## config.mk

```make
export PLATFORM = sky130hd
export DESIGN_NAME = fuse_seq_ctrl_flat
export DESIGN_NICKNAME = d
export VERILOG_FILES = /design/src/rtl/len_table_pkg.sv /design/src/rtl/fuse_seq_ctrl_if.sv /design/src/rtl/fuse_seq_ctrl.sv /design/src/flat_wrapper.sv
export SDC_FILE = /design/constraint.sdc
export NUM_CORES = 1
export LEC_CHECK = 0
export CAP_MARGIN = 20
export CORE_ASPECT_RATIO = 1.75
export CORE_MARGIN = 2
export CORE_UTILIZATION = 41
export DETAILED_ROUTE_END_ITERATION = 6
export PLACE_DENSITY_LB_ADDON = 0.08
export SYNTH_ARGS = -nofsm -noshare
export SYNTH_HDL_FRONTEND = slang
export SYNTH_SLANG_ARGS = --single-unit
```

## constraint.sdc

```tcl
create_clock -name clk -period 2.55 [get_ports clk]
set_input_delay 0.255 -clock clk [delete_from_list [all_inputs] [get_ports clk]]
set_output_delay 0.255 -clock clk [all_outputs]
set_load 0.03 [all_outputs]
```

## src/rtl/len_table_pkg.sv

```systemverilog
// Opcode set of the shared ALU and the fused-uop case table walked by fuse_seq_ctrl.
// Case 1 carries a forwarding bubble after its first uop.
package uop_pkg;
    typedef enum logic [3:0] {
        OP_NOP  = 4'd0,
        OP_ADD  = 4'd1,
        OP_SUB  = 4'd2,
        OP_IMUL = 4'd3,
        OP_INC  = 4'd4,
        OP_SHL  = 4'd5
    } op_t;
endpackage

package len_table_pkg;
    import uop_pkg::*;

    localparam int N_CASE  = 3;
    localparam int MAX_LEN = 2;
    localparam int CW      = (N_CASE > 1) ? $clog2(N_CASE) : 1;
    localparam int SW      = $clog2(MAX_LEN + 1);

    typedef logic [SW-1:0] len_t;

    localparam len_t LEN_LUT [N_CASE] = '{len_t'(2), len_t'(2), len_t'(2)};

    localparam op_t OPS_LUT [N_CASE][MAX_LEN] = '{
        '{OP_IMUL, OP_ADD},
        '{OP_ADD,  OP_SUB},
        '{OP_INC,  OP_SHL}
    };

    // Bit i refers to step i of the case.
    localparam logic [MAX_LEN-1:0] USE_IMM_LUT [N_CASE] = '{2'b00, 2'b01, 2'b10};
    localparam logic [MAX_LEN-1:0] FF_MASK_LUT [N_CASE] = '{2'b00, 2'b01, 2'b00};

    localparam logic [31:0] IMM_LUT [N_CASE][MAX_LEN] = '{
        '{32'd0, 32'd0},
        '{32'd5, 32'd0},
        '{32'd0, 32'd2}
    };
endpackage

```

## src/rtl/fuse_seq_ctrl_if.sv

```systemverilog
// Request, ALU issue/response and result channels of the fused-op sequencer.
// master is the sequencer side, slave is the decode/ALU/consumer side.
interface fuse_seq_if #(
    parameter int XLEN = 32
);
    logic                           in_valid;
    logic                           in_ready;
    logic [len_table_pkg::CW-1:0]   in_case;
    logic [XLEN-1:0]                in_a;
    logic [XLEN-1:0]                in_b;

    logic                           alu_req_valid;
    logic                           alu_req_ready;
    uop_pkg::op_t                   alu_op;
    logic [XLEN-1:0]                alu_a;
    logic [XLEN-1:0]                alu_b;
    logic                           alu_rsp_valid;
    logic [XLEN-1:0]                alu_rsp_data;

    logic                           out_valid;
    logic                           out_ready;
    logic [XLEN-1:0]                out_data;
    logic                           out_err;

    modport master (
        input  in_valid, in_case, in_a, in_b,
        output in_ready,
        output alu_req_valid, alu_op, alu_a, alu_b,
        input  alu_req_ready, alu_rsp_valid, alu_rsp_data,
        output out_valid, out_data, out_err,
        input  out_ready
    );

    modport slave (
        output in_valid, in_case, in_a, in_b,
        input  in_ready,
        input  alu_req_valid, alu_op, alu_a, alu_b,
        output alu_req_ready, alu_rsp_valid, alu_rsp_data,
        input  out_valid, out_data, out_err,
        output out_ready
    );
endinterface

```

## src/rtl/fuse_seq_ctrl.sv

```systemverilog
// Fused-uop sequencer: walks one case of len_table_pkg through a shared ALU, chaining results.
// Optional macro FUSE_SEQ_PERF_EN adds saturating request/stall/error counters.
module fuse_seq_ctrl #(
    parameter int N_CASE  = len_table_pkg::N_CASE,
    parameter int MAX_LEN = len_table_pkg::MAX_LEN,
    parameter int XLEN    = 32
) (
    input  logic        clk,
    input  logic        rst_n,
    fuse_seq_if.master  bus
`ifdef FUSE_SEQ_PERF_EN
    ,
    output logic [31:0] perf_req_cnt,
    output logic [31:0] perf_stall_cnt,
    output logic [15:0] perf_err_cnt
`endif
);
    import uop_pkg::*;

    localparam int CW = (N_CASE > 1) ? $clog2(N_CASE) : 1;
    localparam int SW = $clog2(MAX_LEN + 1);
    localparam int IW = (MAX_LEN > 1) ? $clog2(MAX_LEN) : 1;

    typedef enum logic [2:0] {S_IDLE, S_ISSUE, S_WAIT, S_BUBBLE, S_DONE} state_t;

    state_t          state_q, state_d;
    logic [CW-1:0]   case_q;
    logic [XLEN-1:0] acc_q, b_q;
    logic [SW-1:0]   idx_q;
    logic            err_q;

    logic            in_legal, last_step, use_imm, ff_bit;
    logic [CW-1:0]   in_case_s, case_s;
    logic [IW-1:0]   idx_s;
    logic [SW-1:0]   in_len, cur_len;
    op_t             cur_op;
    logic [XLEN-1:0] cur_imm;

    // Table lookups; out-of-range case indices are steered to entry 0 and never used.
    always_comb begin
        in_legal  = int'(bus.in_case) < N_CASE;
        in_case_s = in_legal ? bus.in_case : '0;
        in_len    = SW'(len_table_pkg::LEN_LUT[in_case_s]);
        case_s    = (int'(case_q) < N_CASE) ? case_q : '0;
        idx_s     = idx_q[IW-1:0];
        cur_len   = SW'(len_table_pkg::LEN_LUT[case_s]);
        cur_op    = len_table_pkg::OPS_LUT[case_s][idx_s];
        use_imm   = len_table_pkg::USE_IMM_LUT[case_s][idx_s];
        ff_bit    = len_table_pkg::FF_MASK_LUT[case_s][idx_s];
        cur_imm   = XLEN'(len_table_pkg::IMM_LUT[case_s][idx_s]);
        last_step = (idx_q == cur_len - 1'b1);
    end

    always_ff @(posedge clk or negedge rst_n) begin
        if (!rst_n) state_q <= S_IDLE;
        else        state_q <= state_d;
    end

    always_comb begin
        state_d           = state_q;
        bus.in_ready      = 1'b0;
        bus.alu_req_valid = 1'b0;
        bus.alu_op        = OP_NOP;
        bus.alu_a         = '0;
        bus.alu_b         = '0;
        bus.out_valid     = 1'b0;
        bus.out_data      = '0;
        bus.out_err       = 1'b0;
        case (state_q)
            S_IDLE: begin
                bus.in_ready = rst_n;
                if (bus.in_valid) begin
                    if (!in_legal || in_len == '0) state_d = S_DONE;
                    else                           state_d = S_ISSUE;
                end
            end
            S_ISSUE: begin
                bus.alu_req_valid = 1'b1;
                bus.alu_op        = cur_op;
                bus.alu_a         = acc_q;
                bus.alu_b         = use_imm ? cur_imm : b_q;
                if (bus.alu_req_ready) state_d = S_WAIT;
            end
            S_WAIT: begin
                if (bus.alu_rsp_valid) begin
                    if (last_step)   state_d = S_DONE;
                    else if (ff_bit) state_d = S_BUBBLE;
                    else             state_d = S_ISSUE;
                end
            end
            S_BUBBLE: state_d = S_ISSUE;
            S_DONE: begin
                bus.out_valid = 1'b1;
                bus.out_data  = acc_q;
                bus.out_err   = err_q;
                if (bus.out_ready) state_d = S_IDLE;
            end
            default: state_d = S_IDLE;
        endcase
    end

    always_ff @(posedge clk or negedge rst_n) begin
        if (!rst_n) begin
            case_q <= '0;
            acc_q  <= '0;
            b_q    <= '0;
            idx_q  <= '0;
            err_q  <= 1'b0;
        end else begin
            case (state_q)
                S_IDLE: if (bus.in_valid) begin
                    case_q <= bus.in_case;
                    acc_q  <= in_legal ? bus.in_a : '0;
                    b_q    <= bus.in_b;
                    idx_q  <= '0;
                    err_q  <= !in_legal;
                end
                S_WAIT: if (bus.alu_rsp_valid) begin
                    acc_q <= bus.alu_rsp_data;
                    if (!last_step) idx_q <= idx_q + 1'b1;
                end
                S_DONE: if (bus.out_ready) err_q <= 1'b0;
                default: ;
            endcase
        end
    end

`ifdef FUSE_SEQ_PERF_EN
    logic req_evt, stall_evt, err_evt;
    always_comb begin
        req_evt   = (state_q == S_DONE) && bus.out_ready;
        stall_evt = ((state_q == S_ISSUE) && !bus.alu_req_ready) ||
                    ((state_q == S_DONE)  && !bus.out_ready);
        err_evt   = (state_q == S_IDLE) && bus.in_valid && !in_legal;
    end

    always_ff @(posedge clk or negedge rst_n) begin
        if (!rst_n) begin
            perf_req_cnt   <= '0;
            perf_stall_cnt <= '0;
            perf_err_cnt   <= '0;
        end else begin
            if (req_evt   && perf_req_cnt   != '1) perf_req_cnt   <= perf_req_cnt + 1'b1;
            if (stall_evt && perf_stall_cnt != '1) perf_stall_cnt <= perf_stall_cnt + 1'b1;
            if (err_evt   && perf_err_cnt   != '1) perf_err_cnt   <= perf_err_cnt + 1'b1;
        end
    end
`endif
endmodule

```

## src/flat_wrapper.sv

```systemverilog
// flat-port wrapper written by rule: the top's interface ports become plain ports
module fuse_seq_ctrl_flat import uop_pkg::*;
#(
    parameter int N_CASE  = len_table_pkg::N_CASE,
    parameter int MAX_LEN = len_table_pkg::MAX_LEN,
    parameter int XLEN    = 32
)
  (clk, rst_n, bus_in_valid, bus_in_case, bus_in_a, bus_in_b, bus_in_ready, bus_alu_req_valid, bus_alu_op, bus_alu_a, bus_alu_b, bus_alu_req_ready, bus_alu_rsp_valid, bus_alu_rsp_data, bus_out_valid, bus_out_data, bus_out_err, bus_out_ready);
  fuse_seq_if #(.XLEN(XLEN)) bus_i ();
  input  logic clk;
  input  logic rst_n;
  input wire logic [$bits(bus_i.in_valid)-1:0] bus_in_valid;
  input wire logic [$bits(bus_i.in_case)-1:0] bus_in_case;
  input wire logic [$bits(bus_i.in_a)-1:0] bus_in_a;
  input wire logic [$bits(bus_i.in_b)-1:0] bus_in_b;
  output wire logic [$bits(bus_i.in_ready)-1:0] bus_in_ready;
  output wire logic [$bits(bus_i.alu_req_valid)-1:0] bus_alu_req_valid;
  output wire logic [$bits(bus_i.alu_op)-1:0] bus_alu_op;
  output wire logic [$bits(bus_i.alu_a)-1:0] bus_alu_a;
  output wire logic [$bits(bus_i.alu_b)-1:0] bus_alu_b;
  input wire logic [$bits(bus_i.alu_req_ready)-1:0] bus_alu_req_ready;
  input wire logic [$bits(bus_i.alu_rsp_valid)-1:0] bus_alu_rsp_valid;
  input wire logic [$bits(bus_i.alu_rsp_data)-1:0] bus_alu_rsp_data;
  output wire logic [$bits(bus_i.out_valid)-1:0] bus_out_valid;
  output wire logic [$bits(bus_i.out_data)-1:0] bus_out_data;
  output wire logic [$bits(bus_i.out_err)-1:0] bus_out_err;
  input wire logic [$bits(bus_i.out_ready)-1:0] bus_out_ready;
  assign bus_i.in_valid = bus_in_valid;
  assign bus_i.in_case = bus_in_case;
  assign bus_i.in_a = bus_in_a;
  assign bus_i.in_b = bus_in_b;
  assign bus_in_ready = bus_i.in_ready;
  assign bus_alu_req_valid = bus_i.alu_req_valid;
  assign bus_alu_op = bus_i.alu_op;
  assign bus_alu_a = bus_i.alu_a;
  assign bus_alu_b = bus_i.alu_b;
  assign bus_i.alu_req_ready = bus_alu_req_ready;
  assign bus_i.alu_rsp_valid = bus_alu_rsp_valid;
  assign bus_i.alu_rsp_data = bus_alu_rsp_data;
  assign bus_out_valid = bus_i.out_valid;
  assign bus_out_data = bus_i.out_data;
  assign bus_out_err = bus_i.out_err;
  assign bus_i.out_ready = bus_out_ready;
  fuse_seq_ctrl #(.N_CASE(N_CASE), .MAX_LEN(MAX_LEN), .XLEN(XLEN)) u_core (.clk(clk), .rst_n(rst_n), .bus(bus_i));
endmodule
```

Yosys cells after proc, flatten, opt, wreduce, memory -nomap -nowiden
Cells that the tools add are included.
{"block": "word_totals", "output_inout_bits": 104, "reg_bits": 72, "input_bits": 104, "word_cells": 96}
{"block": "op_classes", "order_cmp": 6, "n_reduce_logical": 11, "bitwise_logic": 3, "n_addsub": 2, "eq_ne": 10, "muxes": 58}
{"cell": "2-to-1 mux 32 bit", "count": 10}
{"cell": "binary-select mux 64 bit (select 2 bit)", "count": 1}
{"cell": "2-to-1 mux 64 bit", "count": 2}
{"cell": "one-hot mux 32 bit (2 select lines)", "count": 1}
{"cell": "2-to-1 mux 2 bit", "count": 14}
{"cell": "2-to-1 mux 3 bit", "count": 6}
{"cell": "binary-select mux 2 bit (select 2 bit)", "count": 4}
{"cell": "binary-select mux 8 bit (select 2 bit)", "count": 1}
{"cell": "2-to-1 mux 4 bit", "count": 4}
{"cell": "2-to-1 mux 8 bit", "count": 2}
{"cell": "one-hot mux 3 bit (5 select lines)", "count": 1}
{"cell": "2-to-1 mux 1 bit", "count": 10}
{"cell": "!= test 2 bit, second input constant", "count": 5}
{"cell": "AND reduction 4 bit", "count": 2}
{"cell": "equality test 3 x 2 -> 1 bit, second input constant", "count": 2}
{"cell": ">= comparator 3 bit, second input constant", "count": 2}
{"cell": "inverter 2 -> 3 bit", "count": 2}
{"cell": "AND reduction 3 bit", "count": 2}
{"cell": "less-than comparator 2 bit, second input constant", "count": 2}
{"cell": "one-hot mux 2 bit (2 select lines)", "count": 1}
{"cell": "nonzero test 2 bit", "count": 2}
{"cell": "equality test 3 x 1 -> 1 bit, second input constant", "count": 1}
{"cell": "equality test 3 bit, second input constant", "count": 1}
{"cell": "zero test 3 bit", "count": 1}
{"cell": "11 further kinds", "count": 11}

Longest topological paths before layout
{"block": "logic_depth", "ltp_word": 12, "depth_mapped": 7, "depth_no_buf": 5}

Worst setup path after synthesis
No wires, ideal clock.
{"block": "synth_path", "path_kind": "register -> output", "from": "register u_core.state_q[1]", "to": "output bus_alu_a[23]", "required_time_ns": 2.295, "slack_ns": 0.415, "t_arrival_ns": 1.880, "path_stages_with_launch": 7, "n_path_buf": 3, "cell_sequence": "dfrtp_1 > buf_6 > or3b_1 > buf_2 > inv_1 > clkbuf_1 > and2_1"}
{"block": "synth_between", "elab_chain_cells": 2}
{"item": "start, declared", "line": "fuse_seq_ctrl.sv:26", "rtl": "state_t state_q, state_d;"}
{"item": "start signal, assigned", "line": "fuse_seq_ctrl.sv:56", "rtl": "else state_q <= state_d;"}
{"item": "equality test 3 x 1 -> 1 bit", "line": "fuse_seq_ctrl.sv:69", "rtl": "case (state_q)"}
{"item": "2-to-1 mux 32 bit", "line": "fuse_seq_ctrl.sv:69"}
{"item": "end, declared", "line": "flat_wrapper.sv:19", "rtl": "output wire logic [$bits(bus_i.alu_a)-1:0] bus_alu_a;"}
Every way passes these cells.

Worst setup path after layout
{"block": "layout_path", "from": "register u_core.state_q[1]", "to": "output bus_alu_b[14]"}
{"block": "layout_between", "elab_chain_cells": 2}
{"item": "equality test 3 x 1 -> 1 bit", "line": "fuse_seq_ctrl.sv:69"}
{"item": "2-to-1 mux 32 bit", "line": "fuse_seq_ctrl.sv:69"}
{"item": "end, declared", "line": "flat_wrapper.sv:20", "rtl": "output wire logic [$bits(bus_i.alu_b)-1:0] bus_alu_b;"}
Every way passes these cells.

==> impl_metrics.env <==
export IMPL_status="finished, final reports clean"
export IMPL_final_core_util_pct=64.4
export IMPL_crit_required_ns=2.30
export IMPL_numClockSinks=72
export IMPL_final_setup_tns_ns=0
export IMPL_r2r_end="u_core.acc_q[4]"
export IMPL_placementRows=48
export IMPL_crit_end="bus_alu_b[14]"
export IMPL_clk_latency_ns=0.33
export IMPL_syn_num_nets=460
export IMPL_area_growth_pct=53.0
export IMPL_hold_path_class="in -> async"
export IMPL_die_w_microns=80.2
export IMPL_ys_types=38
export IMPL_crit_start="u_core.state_q[1]"
export IMPL_coreArea_sq_um=9910
export IMPL_fill_cells=832
export IMPL_clk_pin_slew_ns=0.06
export IMPL_drt_pass1_iterations=4
export IMPL_crit_chain="or3b_1, a211oi_2, buf_4, and2_1, buf_4"
export IMPL_dp_hpwl_mm=8.23
export IMPL_initial_utilization_pct=42.1
export IMPL_tightest_slew_ns=0.890
export IMPL_synth_ff_type="dfrtp_1"
export IMPL_wl_per_cell_microns=16.7
export IMPL_drv_slew=0
export IMPL_fin_hold_ws_ns=0.179
export IMPL_antenna_found_initial=0
export IMPL_start_kind="register"
export IMPL_endpoint_kind="primary output"
export IMPL_die_h_microns=137
export IMPL_cts_root_buf="clkbuf_16"
export IMPL_synth_edf_count=0
export IMPL_io_buffers=206
export IMPL_relSlewSlack_pct=40.6
export IMPL_fmaxAchievable_mhz=413
export IMPL_synth_cells=352
export IMPL_critPathTopFamily="simple AND/OR/NAND/NOR gates"
export IMPL_diodes=0
export IMPL_cts_made_buffers=9
export IMPL_ios=208
export IMPL_crit_cells=5
export IMPL_register_area_sq_um=1800
export IMPL_cts_tree="built"
export IMPL_syn_avg_cell_area_sq_um=11.8
export IMPL_final_cell_area_sq_um=6380
export IMPL_crit_path_max_incr_delay_ns=0.53
export IMPL_p_leak_nw=2.90
export IMPL_hold_buffers=0
export IMPL_rsz0062_at_grt="false"
export IMPL_grt_overflow=0
export IMPL_h_tree_depth=3
export IMPL_grt_pass1_wl_mm=17.4
export IMPL_clockBufferDepth=2
export IMPL_ant_nets=0
export IMPL_setup_viol=0
export IMPL_grt_pass1_vias=3482
export IMPL_critPathKind="reg -> out"
export IMPL_cp_num_buf_inv=2
export IMPL_dr_first_iter_drc_count=96
export IMPL_ys_seq_area_share_pct=43.2
export IMPL_ff2ff_path_depth=5
export IMPL_vias_per_cell=5.09
export IMPL_drc_errors=0
export IMPL_synth_area_sq_um=4170
export IMPL_fin_crit_ns=2.42
export IMPL_clock_skew_ns=0.00429
export IMPL_drive_gt1_share_pct=36.2
export IMPL_ir_drop_v=0.000621
export IMPL_post_dp_cell_area_sq_um=6060
export IMPL_synth_ff_latch_count=72
export IMPL_cap_viol_max_count=0
export IMPL_nets=655
export IMPL_layout_common_cells="107 x buf_4, 103 x clkdlybuf4s50_1, 95 x and2_1"
export IMPL_wl_mm=11.3
export IMPL_period_share_pct=94.9
export IMPL_dieArea_sq_um=11000
export IMPL_grt_usage_pct=20.5
export IMPL_dr_total_vias=3449
export IMPL_synth_async_reset_ratio_pct=100
export IMPL_reg2reg_slack_ns=0.55
export IMPL_finalWeightedCongestion=0.725
export IMPL_power_density_nw_per_um2=1250
export IMPL_multi_input_area_sq_um=2140
export IMPL_crit_top_cell="buf_4"
export IMPL_crit_arrival_ns=2.16
export IMPL_grt_max_degree=73
export IMPL_cp_slowest_cell="or3b_1"
export IMPL_final_common_cell="buf_4"
export IMPL_hold_violations=0
export IMPL_crit_fanout=29
export IMPL_worstReg2RegStart="u_core.state_q[1]"
export IMPL_ys_warnings_count=0
-- timing repair --
item	4_1_cts	5_1_grt
endpoints found under the setup margin	0	8
buffers inserted	0	0
gates resized for setup	0	1
-- worst min-delay path by stage --
stage	startpoint	end	slack, ns	depth (start not counted)
detailed placement	u_core.b_q[13]	u_core.b_q[13]	0.49	1
floorplan	rst_n	u_core.acc_q[0]	-0.04	0
CTS	rst_n	u_core.b_q[26]	0.22	2
finish	rst_n	u_core.b_q[17]	0.18	2
global route	rst_n	u_core.b_q[22]	0.26	2
global placement	u_core.b_q[12]	u_core.b_q[12]	0.48	1
-- power by group --
group / switching [W] / leakage, nW / total (W) / internal (W)
clock network: 0.000461 / 0.155 / 0.00130 / 0.000837
logic: 0.00234 / 1.87 / 0.00455 / 0.00221
registers: 0.000394 / 0.868 / 0.00212 / 0.00172
-- metal layers --
| metal | vias to the layer above | routed length [microns] | global-route usage, % | share of wire, % |
|---|---|---|---|---|
| met1 | 1680 | 4160 | 22.2 | 37 |
| met4 | 0 | 199 | 7.06 | 1.8 |
| met5 | - | 0 | 0 | 0 |
| met3 | 13 | 635 | 4.00 | 5.6 |
| met2 | 129 | 6300 | 38.9 | 56 |
| li1 | 1627 | - | - | - |
-- final cells by class --
cell class              count  area share [%]
well taps                 125            2.45
clock inverters             4           0.804
inverters                   7           0.471
multi-input cells         242            33.5
flip-flops and latches     72            28.2
repair buffers            215            30.3
clock buffers              12            4.18
-- flip-flops by register name, summed over array words and instances, names as in the netlist --
name,count
u_core.acc_q,32
u_core.b_q,32
u_core.case_q,2
u_core.err_q,1
u_core.idx_q,2
u_core.state_q,3
-- cell families (layout without fill, tap and decap cells) --
kind of cell	after synthesis	count (layout)	synth area share, %
buffers and inverters	38	238	5.70
other	1	1	0.0899
adder cells (fa/ha/maj)	4	4	1.20
AND/OR/NAND/NOR	119	119	17.9
AO/OA/AOI/OAI	49	49	10.7
flip-flops	72	72	43.2
multiplexers	69	69	21.2
-- cell usage after synthesis (all sizes together) (2+ instances only) --
cell type	count	area share [%]
a211oi	2	0.48
a21oi	3	0.36
a32o	33	7.9
and2	95	14
buf	16	3.7
clkbuf	15	1.4
dfrtp	72	43
ha	4	1.2
inv	7	0.63
mux2	66	20
mux2i	3	0.72
nand2	3	0.27
nand2b	6	0.90
nand3b	2	0.36
nor2	3	0.33
nor2b	2	0.30
nor3	2	0.51
o211ai	2	0.36
o21ai	2	0.24
o21bai	2	0.36
or3b	2	0.42
-- through the flow --
step	std cells	total power [W]	setup WS, ns
2_1_floorplan	352	0.00530	0.415
3_3_place_gp	661	0.00663	0.540
3_5_place_dp	661	0.00673	0.486
4_1_cts	677	0.00806	0.118
5_1_grt	677	0.00846	0.0122
6_report	677	0.00797	0.131
Note: power is estimated with default switching activity, not from simulation.
